## src/rtl/sr_latch_arbiter.sv

```systemverilog
// Round-robin arbiter/sequencer sharing one gated S-R latch among NREQ requesters.
// Latency: request sampled at edge 0 -> gnt in cycle 2+PULSE_W+HOLD_W; one op per 3+PULSE_W+HOLD_W cycles.
// Backpressure: requests are levels held until gnt; losers simply wait. Optional macro: SR_VERIFY_EN (readback check).
module sr_latch_arbiter #(
    parameter int NREQ    = 4,
    parameter int PULSE_W = 2,
    parameter int HOLD_W  = 1
) (
    input  logic            clk,
    input  logic            rst_n,
    input  logic [NREQ-1:0] req_set,
    input  logic [NREQ-1:0] req_clr,
    output logic [NREQ-1:0] gnt,
    output logic            busy,
    output logic            lat_s,
    output logic            lat_r,
    output logic            lat_en,
    input  logic            lat_q,
    output logic            q_snap,
    output logic            err
);

    localparam int PW   = $clog2(NREQ);
    // One counter serves both PULSE and HOLD, so it must fit the larger of the two.
    localparam int CMAX = (PULSE_W > HOLD_W) ? PULSE_W : HOLD_W;
    localparam int CW   = $clog2(CMAX + 1);
    localparam logic [CW-1:0] PULSE_LD = CW'(PULSE_W - 1);
    localparam logic [CW-1:0] HOLD_LD  = CW'((HOLD_W > 0) ? (HOLD_W - 1) : 0);

    localparam logic [2:0] S_IDLE  = 3'd0;
    localparam logic [2:0] S_SETUP = 3'd1;
    localparam logic [2:0] S_PULSE = 3'd2;
    localparam logic [2:0] S_HOLD  = 3'd3;
    localparam logic [2:0] S_DONE  = 3'd4;

    logic [2:0]      state_q, state_d;
    logic [PW-1:0]   ptr_q, ptr_d;
    logic [PW-1:0]   win_q, win_d;
    logic            op_set_q, op_set_d;
    logic [CW-1:0]   cnt_q, cnt_d;
    logic            q_snap_q;

    logic [NREQ-1:0] active;
    logic            found;
    logic [PW-1:0]   pick;
    logic            drive;

    assign active = req_set | req_clr;

    // Round-robin search starting at ptr; first active requester wins.
    always_comb begin
        found = 1'b0;
        pick  = ptr_q;
        for (int k = 0; k < NREQ; k++) begin
            if (!found && active[(int'(ptr_q) + k) % NREQ]) begin
                found = 1'b1;
                pick  = PW'((int'(ptr_q) + k) % NREQ);
            end
        end
    end

    // Sequencer next state: capture winner, then setup / pulse / hold / done.
    always_comb begin
        state_d  = state_q;
        ptr_d    = ptr_q;
        win_d    = win_q;
        op_set_d = op_set_q;
        cnt_d    = cnt_q;
        case (state_q)
            S_IDLE: begin
                if (found) begin
                    win_d    = pick;
                    // Clear wins when both set and clear are requested.
                    op_set_d = ~req_clr[pick];
                    ptr_d    = PW'((int'(pick) + 1) % NREQ);
                    state_d  = S_SETUP;
                end
            end
            S_SETUP: begin
                cnt_d   = PULSE_LD;
                state_d = S_PULSE;
            end
            S_PULSE: begin
                if (cnt_q == '0) begin
                    cnt_d   = HOLD_LD;
                    state_d = (HOLD_W == 0) ? S_DONE : S_HOLD;
                end else begin
                    cnt_d = cnt_q - CW'(1);
                end
            end
            S_HOLD: begin
                if (cnt_q == '0) begin
                    state_d = S_DONE;
                end else begin
                    cnt_d = cnt_q - CW'(1);
                end
            end
            S_DONE: begin
                state_d = S_IDLE;
            end
            default: begin
                state_d = S_IDLE;
            end
        endcase
    end

    // State registers; reset aborts any operation and restarts arbitration at 0.
    always_ff @(posedge clk or negedge rst_n) begin
        if (!rst_n) begin
            state_q  <= S_IDLE;
            ptr_q    <= '0;
            win_q    <= '0;
            op_set_q <= 1'b0;
            cnt_q    <= '0;
        end else begin
            state_q  <= state_d;
            ptr_q    <= ptr_d;
            win_q    <= win_d;
            op_set_q <= op_set_d;
            cnt_q    <= cnt_d;
        end
    end

    // Capture the latch readback at completion of each operation.
    always_ff @(posedge clk or negedge rst_n) begin
        if (!rst_n) begin
            q_snap_q <= 1'b0;
        end else if (state_q == S_DONE) begin
            q_snap_q <= lat_q;
        end
    end

    // Latch drive decoded straight from state so async reset drops it at once;
    // s and r are complementary only while driving, so they are never both high.
    assign drive  = (state_q == S_SETUP) || (state_q == S_PULSE) || (state_q == S_HOLD);
    assign lat_s  = drive & op_set_q;
    assign lat_r  = drive & ~op_set_q;
    assign lat_en = (state_q == S_PULSE);
    assign busy   = (state_q != S_IDLE);
    assign q_snap = q_snap_q;

    // One-hot grant pulse to the captured winner during DONE.
    always_comb begin
        gnt = '0;
        if (state_q == S_DONE) begin
            gnt[win_q] = 1'b1;
        end
    end

`ifdef SR_VERIFY_EN
    logic err_q;

    // Sticky readback mismatch: latch must read 1 after a set, 0 after a clear.
    always_ff @(posedge clk or negedge rst_n) begin
        if (!rst_n) begin
            err_q <= 1'b0;
        end else if ((state_q == S_DONE) && (lat_q != op_set_q)) begin
            err_q <= 1'b1;
        end
    end

    assign err = err_q;
`else
    assign err = 1'b0;
`endif

endmodule

```

## config.mk

```make
export PLATFORM = sky130hd
export DESIGN_NAME = sr_latch_arbiter
export DESIGN_NICKNAME = d
export VERILOG_FILES = /design/src/rtl/sr_latch_arbiter.sv
export SDC_FILE = /design/constraint.sdc
export NUM_CORES = 1
export LEC_CHECK = 0
export BUFFER_PORTS_ARGS = -buffer_cell sky130_fd_sc_hd__buf_2
export CORE_AREA = 5 5 49 51
export DETAILED_ROUTE_END_ITERATION = 10
export DIE_AREA = 0 0 54 56
export PLACE_DENSITY = 0.74
export SKIP_CTS_REPAIR_TIMING = 1
export SLEW_MARGIN = 10
export SYNTH_ARGS = -nofsm -noshare
export SYNTH_HDL_FRONTEND = slang
export SYNTH_SLANG_ARGS = --single-unit
```

## constraint.sdc

```tcl
create_clock -name clk -period 1.48 [get_ports clk]
set_input_delay 0.296 -clock clk [delete_from_list [all_inputs] [get_ports clk]]
set_output_delay 0.296 -clock clk [all_outputs]
set_load 0.01 [all_outputs]
```

# Word level (Yosys, flattened, before mapping)
# Index checks and enable logic that the tools add are counted.
[word_totals] out_inout_bits=10 ff_bits=11
[op_classes] n_mux=30 n_addsub=5 bitwise=8 eq_ne=8 n_reduce_logical=19 magnitude_cmp=7
[ops] operator="$mux 1" count=13
[ops] operator="$lt 3x4->1 const B" count=3
[ops] operator="$pmux 3 s4" count=1
[ops] operator="$bmux 1 s2" count=5
[ops] operator="$mux 2" count=5
[ops] operator="$lt 2x3->1 const B" count=3
[ops] operator="$mux 3" count=3
[ops] operator="$eq 3x2->1 const B" count=2
[ops] operator="$ne 2x2->1 const B" count=3
[ops] operator="$pmux 2 s3" count=1
[ops] operator="$reduce_bool 3->1" count=2
[ops] operator="$reduce_or 2->1" count=3
[ops] operator="$add 2x1->2 const B" count=2
[ops] operator="$add 2x2->2 const B" count=2
[ops] operator="$logic_and 1x1->1" count=4
[ops] operator="$mux 4" count=1
[ops] operator="$or 4x4->4" count=1
[ops] operator="$reduce_and 2->1" count=2
[ops] operator="$and 1x1->1 const A" count=3
[ops] operator="$eq 3x1->1 const B" count=1
[ops] operator="$eq 3x3->1 const B" count=1
[ops] operator="$logic_not 1->1" count=3
[ops] operator="$logic_not 3->1" count=1
[ops] operator="$reduce_and 3->1" count=1
[ops] operator="8 further kinds" count=11

# Longest topological paths before layout
# Gate-level depths: netlist of run 1.
[logic_depth] depth_word=17 ltp_mapped=7 mapped_depth_nobuf=7

# Least setup slack after synthesis of run 1
# No wires, ideal clock.
[synth_path] kind="register to register" start="register state_q[2]" end="register op_set_q" synth_period_minus_slack_ns=1.657 path_stages_with_launch=6 setup_time_ns=0.126 arrival_ns=1.531 n_path_buf=2 path_slack_ns=-0.177 cell_sequence="dfrtp_1 > buf_2 > or3_1 > nand2b_1 > buf_6 > a221o_1"
[synth_via] elab_chain_cells=2
[synth_rtl] item="from (decl)" line="36" source="logic [2:0] state_q, state_d;"
[synth_rtl] item="from (signal assigned)" line="116" source="state_q <= state_d;"
[synth_rtl] item="$logic_not 3->1" line="69" source="case (state_q)"
[synth_rtl] item="$reduce_and 2->1 (no source line)"
[synth_rtl] item="to (signal assigned)" line="119" source="op_set_q <= op_set_d;"
[synth_rtl] item="to (decl)" line="39" source="logic op_set_q, op_set_d;"
# Every way passes these cells.
# A chain may end at the register's enable or synchronous reset.

# Final worst setup path of run 1
[layout_path] start="register state_q[1]" end="output gnt[3]"
[layout_via] elab_chain_cells=2
[layout_rtl] item="$eq 3x3->1" line="145" source="if (state_q == S_DONE) begin"
[layout_rtl] item="$mux 4" line="145"
[layout_rtl] item="to (decl)" line="13" source="output logic [NREQ-1:0] gnt,"
# Every way passes these cells.

==> results.env, run 1 <==
FINISH.NET_COUNT=158
SYNTH.AREA.TOP_CELLS='dfrtp_1, nand2_1, ha_1'
CTS_ROOT_BUFFER='clkbuf_4'
FINALWIRELENGTH_UM=2410
CORE_UM2=1900
WORST-SETUP-PATH-TYPE='reg2out'
IOS=21
HOLD_VIOLATIONS=0
AREA.SEQUENTIAL_UM2=277
TRITONCTS='done'
WORSTPATHMAXFANOUT=3
POST-ROUTE-PERIOD-UTIL_PCT=108
SYNTH_TOP_FAMILY_BY_AREA='simple AND/OR/NAND/NOR gates'
TIMING.CRITICAL_PATH.REQUIRED_NS=1.18
PIN_COUNT_OF_THE_BIGGEST_NET_ENTERING_GLOBAL_ROUTING=12
SYNTH_EDF_COUNT=0
POWER.DENSITY_nW_PER_UM2=1910
CRITPATHLAUNCHTYPE='flip-flop'
CLOCK_SINK_COUNT=11
WIRE_LENGTH_OF_THE_FIRST_GLOBAL_ROUTING_PASS_UM=3680
CLOCK_TREE.BUFFER_DEPTH=2
YOSYSTOPAREACELLSHARE_PCT=31.8
HTREE_NUM_LEVELS=1
SYNTH_XOR_XNOR_AREA_SHARE_PCT=1.01
TIMING.FINAL.WS_SETUP_NS=-0.116
POST_ROUTE_SKEW_NS=0.000522
SYNTH_ASYNC_SR_FLOP_SHARE_PCT=100
POST_SYNTH_INSTANCE_AREA_UM2=865
FINALNONFILLERCELLS=170
GRT_REMAINING_OVERFLOW=0
MIN_PATH_TYPE='in2reg'
GRT_ANTENNA_BEFORE_REPAIR=0
DRC=0
DOMINANTREGCELLSYNTH='dfrtp_1'
FILLCELL_TOTAL=155
SYNTHESIS.AREA_PER_INSTANCE_UM2=8.73
DIE_HEIGHT_UM=56
PEAKVDDDROP_V=0.00116
DETAIL_ROUTE.WL_PER_CELL_UM=14.2
CLK-INSERTION-DELAY-LATE_NS=0.27
DRT_ITER0_DRC=27
GRT_UTIL_ALL_LAYERS_PCT=15.9
HOLDWS_NS=0.252
CLOCK_PIN_SLEW_ON_THE_WORST_SETUP_AND_HOLD_PATHS_NS=0.07
STATIC-LEAKAGE-POWER_uW=0.000627
CTS_MADE_BUFFERS=3
SYNTH_AREA_LEADER_CELL='dfrtp_1'
RSZ0062_AT_GRT='true'
POST_SYNTH_ADDER_CELL_AREA_PCT=4.34
VIAS=880
PERIOD_NEEDED_NS=1.60
STD_CELL_ROWS=16
GLOBALPLACE.CONGESTION=0.808
DP.CELLS=163
DP_HPWL_UM=1670
ROUTE.DETAILED.VIAS_PER_INST=5.18
SYNTHDISTINCTLIBCELLS=43
POST_SYNTH_MUX_AREA_SHARE_PCT=4.78
TIMING.SETUP.TNS_NS=-0.632
SYN_INST=99
MAPPED_NETS=113
DIE-AREA_UM2=3020
FAILING_CHECKS='setup timing'
INSERTEDDIODECOUNT=0
YOSYSWARNINGS=0
SYNTHSIMPLEGATEAREAFRAC_PCT=26.3
AREA_TAKEN_BY_MULTI_INPUT_LOGIC_GATES_UM2=634
DIE_X_UM=54
SHARE_OF_POST_ROUTE_CELLS_WITH_DRIVE_STRENGTH_ABOVE_1_PCT=54.5
AREA_GROWTH_FROM_SYNTHESIS_TO_LAYOUT_PCT=51.8
TIMING.FMAX_MHz=626
DRV_SLEW=0
ROUTE.ANTENNA.REMAINING_NETS=0
CRITICAL_PATH_ARRIVAL_NS=1.30
CRITICAL_PATH_END_TYPE='output pin'
DRT_FIRST_PASS_ITERS=4
NUMBER_OF_GLOBAL_ROUTE_VIAS_BEFORE_REPAIR=809
YS_SEQ_ELEMENTS=11
SYNTH-SEQ-AREA-SHARE_PCT=31.8
RUN_STATUS='complete, but fails checks'
COMPOUND_CELL_AREA_SHARE_OF_THE_YOSYS_NETLIST_PCT=25.0
PORT_BUFFERS=19
FINALSETUPVIOLCOUNT=9
CAP_VIOLATIONS=0
START_UTIL_PCT=45.5
## cell type report
cell class,instances,share of cell area [%]
clock buffers,3,1.72
well taps,27,2.57
clock inverters,1,0.381
repair buffers,46,24.8
flip-flops and latches,11,21.1
multi-input cells,78,48.3
inverters,4,1.14
## worst max-delay path, stage by stage, from the launching register on
cell,delay (ns)
dfrtp_1,0.42
nor2_4,0.16
buf_6,0.13
and4_1,0.18
buf_2,0.13
## registers in the layout (all words and copies together), names as in the netlist
register,count
cnt_q,2
op_set_q,1
ptr_q,2
q_snap,1
state_q,3
win_q,2
## synth_stat cells, types with 2 or more instances
| cell | instances |
|---|---|
| o21ai_0 | 4 |
| nand2_1 | 12 |
| dfrtp_1 | 11 |
| o22a_1 | 2 |
| nand2b_1 | 3 |
| nor3b_1 | 2 |
| nor3_1 | 3 |
| a21oi_1 | 6 |
| nor2_1 | 9 |
| mux2i_1 | 3 |
| ha_1 | 3 |
| o22ai_1 | 2 |
| o21ai_1 | 3 |
| buf_2 | 4 |
| inv_1 | 4 |
## cells in the final DEF, fill, tap and decap left out, drive strengths merged, types with 2 or more instances in the layout
| cell | synthesis | final |
|---|---|---|
| nand2 | 12 | 12 |
| o22ai | 3 | 3 |
| inv | 4 | 4 |
| nor3 | 4 | 4 |
| ha | 3 | 3 |
| a21oi | 7 | 7 |
| nor3b | 2 | 2 |
| or2 | 2 | 2 |
| nand2b | 3 | 3 |
| o22a | 2 | 2 |
| dfrtp | 11 | 11 |
| nor2 | 11 | 11 |
| mux2i | 3 | 3 |
| o21ai | 7 | 7 |
| buf | 6 | 45 |
| a21boi | 2 | 2 |
| clkbuf | 0 | 3 |
## metrics by stage
step	utilization [%]	setup slack, ns	area (um^2)	power [uW]
floorplan	-	-0.112	888	1500
global placement	60.6	-0.223	1150	1950
detailed placement	60.6	-0.262	1150	2000
CTS	62.0	-0.200	1180	2220
global route	69.0	-0.197	1310	2720
finish	69.0	-0.116	1310	2500
## metal layers
| layer | global-route usage, % | wire length [um] | vias up |
|---|---|---|---|
| met3 | 4.29 | 109 | 0 |
| li1 | - | - | 439 |
| met4 | 2.14 | 0 | 0 |
| met2 | 23.5 | 1170 | 25 |
| met1 | 23.4 | 1140 | 416 |
| met5 | 0 | 0 | - |
## where the power goes
part,switching [uW],total [uW],internal [uW]
clock network,110,210,100
registers,170,620,449
logic,779,1670,895
## logic make-up (layout without fill, tap and decap cells)
group / count (synthesis) / in the layout
adders and majority gates: 3 / 3
DFF: 11 / 11
xor gates and xnor gates: 1 / 1
and+or+nand+nor: 41 / 41
muxes: 4 / 4
buffers and inverters: 10 / 54
other: 1 / 1
AOI/OAI and AO/OA: 28 / 28
## worst paths after layout
check / start / to / slack [ns] / cells after the start
worst min-delay path: lat_q / q_snap / 0.25 / 2
worst max register to register: ptr_q[1] / op_set_q / -0.09 / 6
min in group asynchronous: rst_n / state_q[2] / 0.44 / 2
worst min register to register: q_snap / q_snap / 0.50 / 1
worst max-delay path: state_q[1] / gnt[3] / -0.12 / 4
max in group asynchronous: rst_n / ptr_q[1] / 0.82 / 2
No activity file was read; power rests on OpenSTA's default activity.
==> run 2, diff against run 1 <==
--- a/config.mk
+++ b/config.mk
@@ -5,10 +5,11 @@
 export SDC_FILE = /design/constraint.sdc
 export NUM_CORES = 1
 export LEC_CHECK = 0
+export ABC_AREA = 1
 export BUFFER_PORTS_ARGS = -buffer_cell sky130_fd_sc_hd__buf_2
-export CORE_AREA = 5 5 49 51
+export CORE_AREA = 5 5 51 53
 export DETAILED_ROUTE_END_ITERATION = 10
-export DIE_AREA = 0 0 54 56
+export DIE_AREA = 0 0 56 58
 export PLACE_DENSITY = 0.74
 export SKIP_CTS_REPAIR_TIMING = 1
 export SLEW_MARGIN = 10
==> run 2 against run 1 <==
  * Combinational power grew 40%
  * Sequential cell count is the same
  * Fmax shrank 6.2%
  * Final area grew 4.5%
  * Critical endpoint is now op_set_q
  * Highest routed layer is now met4
  * Clock skew grew 0.0028 ns
  * Global-route usage shrank 1.3 points
  * Critical path depth grew 12
  * The run still ends with setup timing left
  * Largest cell class unchanged
  * Sequential share of layout area shrank 0.81 points
==> results.env, run 2 <==
WORST-SETUP-PATH-TYPE='reg2reg'
SYNTH.AREA.TOP_CELLS='dfrtp_1, nand2_1, nand2_2'
STD_CELL_ROWS=17
YOSYSWARNINGS=0
DRT_ITER0_DRC=28
CLOCK_PIN_SLEW_ON_THE_WORST_SETUP_AND_HOLD_PATHS_NS=0.07
DRT_FIRST_PASS_ITERS=4
GR-USAGE-MET3_PCT=1.34
CLK-INSERTION-DELAY-LATE_NS=0.27
LARGEST_REGISTER_FF_COUNT=3
LAYOUT_COMMONEST_CELL='nand2_1'
RSZ0062_AT_GRT='true'
DOMINANTREGCELLSYNTH='dfrtp_1'
CTS_ROOT_BUFFER='clkbuf_4'
SW_FRAC_OF_TOTAL_PCT=50.8
POSTLAYOUTCOREUTIL_PCT=65.1
TIMING.CRITICAL_PATH.REQUIRED_NS=1.65
SYNTHESIS.AREA_PER_INSTANCE_UM2=6.80
RUN_STATUS='complete, but fails checks'
CLOCK_SINK_COUNT=11
TIMING.SETUP.TNS_NS=-1.25
GRT_ANTENNA_BEFORE_REPAIR=0
MAPPED_NETS=156
CRITICAL_PATH_ARRIVAL_NS=1.87
CTS_MADE_BUFFERS=3
START_UTIL_PCT=45.9
RR_WORST_DEPTH=16
CRITPATHLAUNCHTYPE='flip-flop'
WORST_PATH_DOMINANT_CELL_FAMILY='simple AND/OR/NAND/NOR gates'
WORSTPATHMAXFANOUT=8
PIN_COUNT_OF_THE_BIGGEST_NET_ENTERING_GLOBAL_ROUTING=12
WIRE_LENGTH_OF_THE_FIRST_GLOBAL_ROUTING_PASS_UM=3860
CRITICAL_PATH_END_TYPE='flip-flop'
POST_SYNTH_MOST_FREQUENT_CELLS='nand2_1, inv_1, nor2_1'
FAILING_CHECKS='setup timing'
POWER.SHARE.CLOCK_PCT=6.6
CRITICAL-PATH-TOP-CELL-BY-COUNT='nand2_2'
HTREE_NUM_LEVELS=1
GLOBALPLACE.CONGESTION=0.857
DETAIL_ROUTE.WL_PER_CELL_UM=11.8
NUMBER_OF_GLOBAL_ROUTE_VIAS_BEFORE_REPAIR=945
PORT_BUFFERS=19
WORSTPATHBUFFERINVERTERCOUNT=2
P_INT_uW=1570
GR-USAGE-MET2_PCT=25.7
ROUTE.ANTENNA.REMAINING_NETS=0
RRSETUPSLACK_NS=-0.22
DIE_X_UM=56
TIMING.CRITICAL_PATH.CELLS='clkinv_4 > nand2_2 > nand2_2 > nand3_2 > nand2_4 > nand2_2 > nand2_2 > nand2_2 > nand2_4 > nand2_4 > nand2_1 > nand2_1 > inv_1 > nand2_1 > nand3_1 > nand2_1'
POST_SYNTH_INSTANCE_AREA_UM2=966
REGISTERS.TOP_BY_FF_COUNT='state_q'
IOS=21
CPPEAKSTAGEDELAY_NS=0.47
YS_SEQ_ELEMENTS=11
WORST_HOLD_PATH_CELLS=2
GLOBALROUTEMET1UTIL_PCT=18.2
GRT_REMAINING_OVERFLOW=0
DIE_HEIGHT_UM=58
GRT_UTIL_ALL_LAYERS_PCT=14.6
PROPORTION_OF_POWER_DRAWN_BY_COMBINATIONAL_GATES_PCT=73.3
NUMBER_OF_CELLS_ON_THE_CRITICAL_PATH=16
SYNTH_ASYNC_SR_FLOP_SHARE_PCT=100
CAP_VIOLATIONS=0
SEQPWRFRAC_PCT=20.2
LAYOUT_COMMON_CELLS='nand2_1, buf_4, nand2_2, buf_2, inv_1'
FINALWIRELENGTH_UM=2540
FILLCELL_TOTAL=168
TIMING.FINAL.WS_SETUP_NS=-0.222
SYNTH_EDF_COUNT=0
SYNTHDISTINCTLIBCELLS=28
SYNTH_AREA_LEADER_CELL='dfrtp_1'
STATIC-LEAKAGE-POWER_uW=0.000734
SYNTH-SEQ-AREA-SHARE_PCT=28.5
POST_ROUTE_SKEW_NS=0.00335
FINISH.NET_COUNT=202
DRV_SLEW=0
ROUTE.DETAILED.VIAS_PER_INST=4.89
HOLD_VIOLATIONS=0
DP_SLACK_NS=-0.271
YOSYSTOPAREACELLSHARE_PCT=28.5
DRC=0
DP_HPWL_UM=1850
SHARE_OF_POST_ROUTE_CELLS_WITH_DRIVE_STRENGTH_ABOVE_1_PCT=44.9
FINALSETUPVIOLCOUNT=11
SWITCHING_POWER_uW=1620
DIE-AREA_UM2=3250
HOLDWS_NS=0.274
AREA_GROWTH_FROM_SYNTHESIS_TO_LAYOUT_PCT=42.0
YOSYS.CELL_COUNT.TOP_TYPE='nand2_1'
CORE_UM2=2110
PEAKVDDDROP_V=0.00141
GRT_BUSIEST_LAYER='met2'
POWER.DENSITY_nW_PER_UM2=2320
MIN_PATH_TYPE='in2reg'
INSERTEDDIODECOUNT=0
POST-ROUTE-PERIOD-UTIL_PCT=115
TIMING.FMAX_MHz=588
VIAS=1052
CRIT_PATH_TOP_DELAY_CELL='dfrtp_2'
TRITONCTS='done'
CLOCK_TREE.BUFFER_DEPTH=2
SYN_INST=142
PERIOD_NEEDED_NS=1.70
## run 2: changes by cell type after synthesis, sizes merged, moves of 3 or more
cell / delta
nand2: +40
nand3: +13
nor2: +4
mux2i: -3
buf: -3
a21oi: -6
inv: +16
nand2b: -3
o22ai: -3
nand4: +4
## run 2: final cells by class
| class | instances | area [um^2] | area share (%) |
|---|---|---|---|
| Multi-Input combinational cell | 108 | 648 | 47.3 |
| Sequential cell | 11 | 278 | 20.3 |
| Timing Repair Buffer | 44 | 302 | 22.0 |
| Clock buffer | 4 | 26.3 | 1.92 |
| Inverter | 20 | 82.6 | 6.02 |
| Tap cell | 28 | 35.0 | 2.55 |
## run 2: worst paths after layout
check / to / from
worst max-delay path: op_set_q / ptr_q[0]
worst min-delay path: q_snap / lat_q
worst max register to register: op_set_q / ptr_q[0]
worst min register to register: q_snap / q_snap
max in group asynchronous: ptr_q[1] / rst_n
min in group asynchronous: cnt_q[1] / rst_n
## run 2: worst register-to-register path, cell delays in order (launching register included)
cell,delay (ns)
dfrtp_2,0.47
clkinv_4,0.10
nand2_2,0.05
nand2_2,0.09
nand3_2,0.10
nand2_4,0.13
nand2_2,0.07
nand2_2,0.06
nand2_2,0.06
nand2_4,0.09
nand2_4,0.06
nand2_1,0.07
nand2_1,0.05
inv_1,0.05
nand2_1,0.04
nand3_1,0.06
nand2_1,0.05
## run 2: routing by layer
| metal | wire, um | share of wire, % |
|---|---|---|
| met1 | 1120 | 44 |
| met2 | 1300 | 51 |
| met3 | 83 | 3.3 |
| met4 | 36 | 1.4 |
| met5 | 0 | 0 |
## run 2: power groups by stage
stage / Clock [uW] / Sequential (uW) / Combinational (uW)
after detailed placement: 0 / 622 / 1850
final: 209 / 643 / 2330
after floorplan: 0 / 544 / 1400
after global routing: 229 / 663 / 2590
after CTS: 209 / 621 / 1860
after global placement: 0 / 614 / 1780
## run 2: cell families after synthesis
family	after synthesis	synth area share, %
adder cells (fa/ha/maj)	3	3.89
flip-flops	11	28.5
AND/OR/NAND/NOR	90	46.2
other	1	0.388
multiplexers	1	1.17
AO/OA/AOI/OAI	13	8.16
buffers and inverters	23	11.7
## run 2: metrics by stage
stage                     instance area (um^2)  std cells  power [uW]
final                                     1370        215        3190
after global routing                      1370        215        3480
after CTS                                 1200        204        2690
after detailed placement                  1170        200        2470
after global placement                    1170        200        2390
after floorplan                            966        142        1940
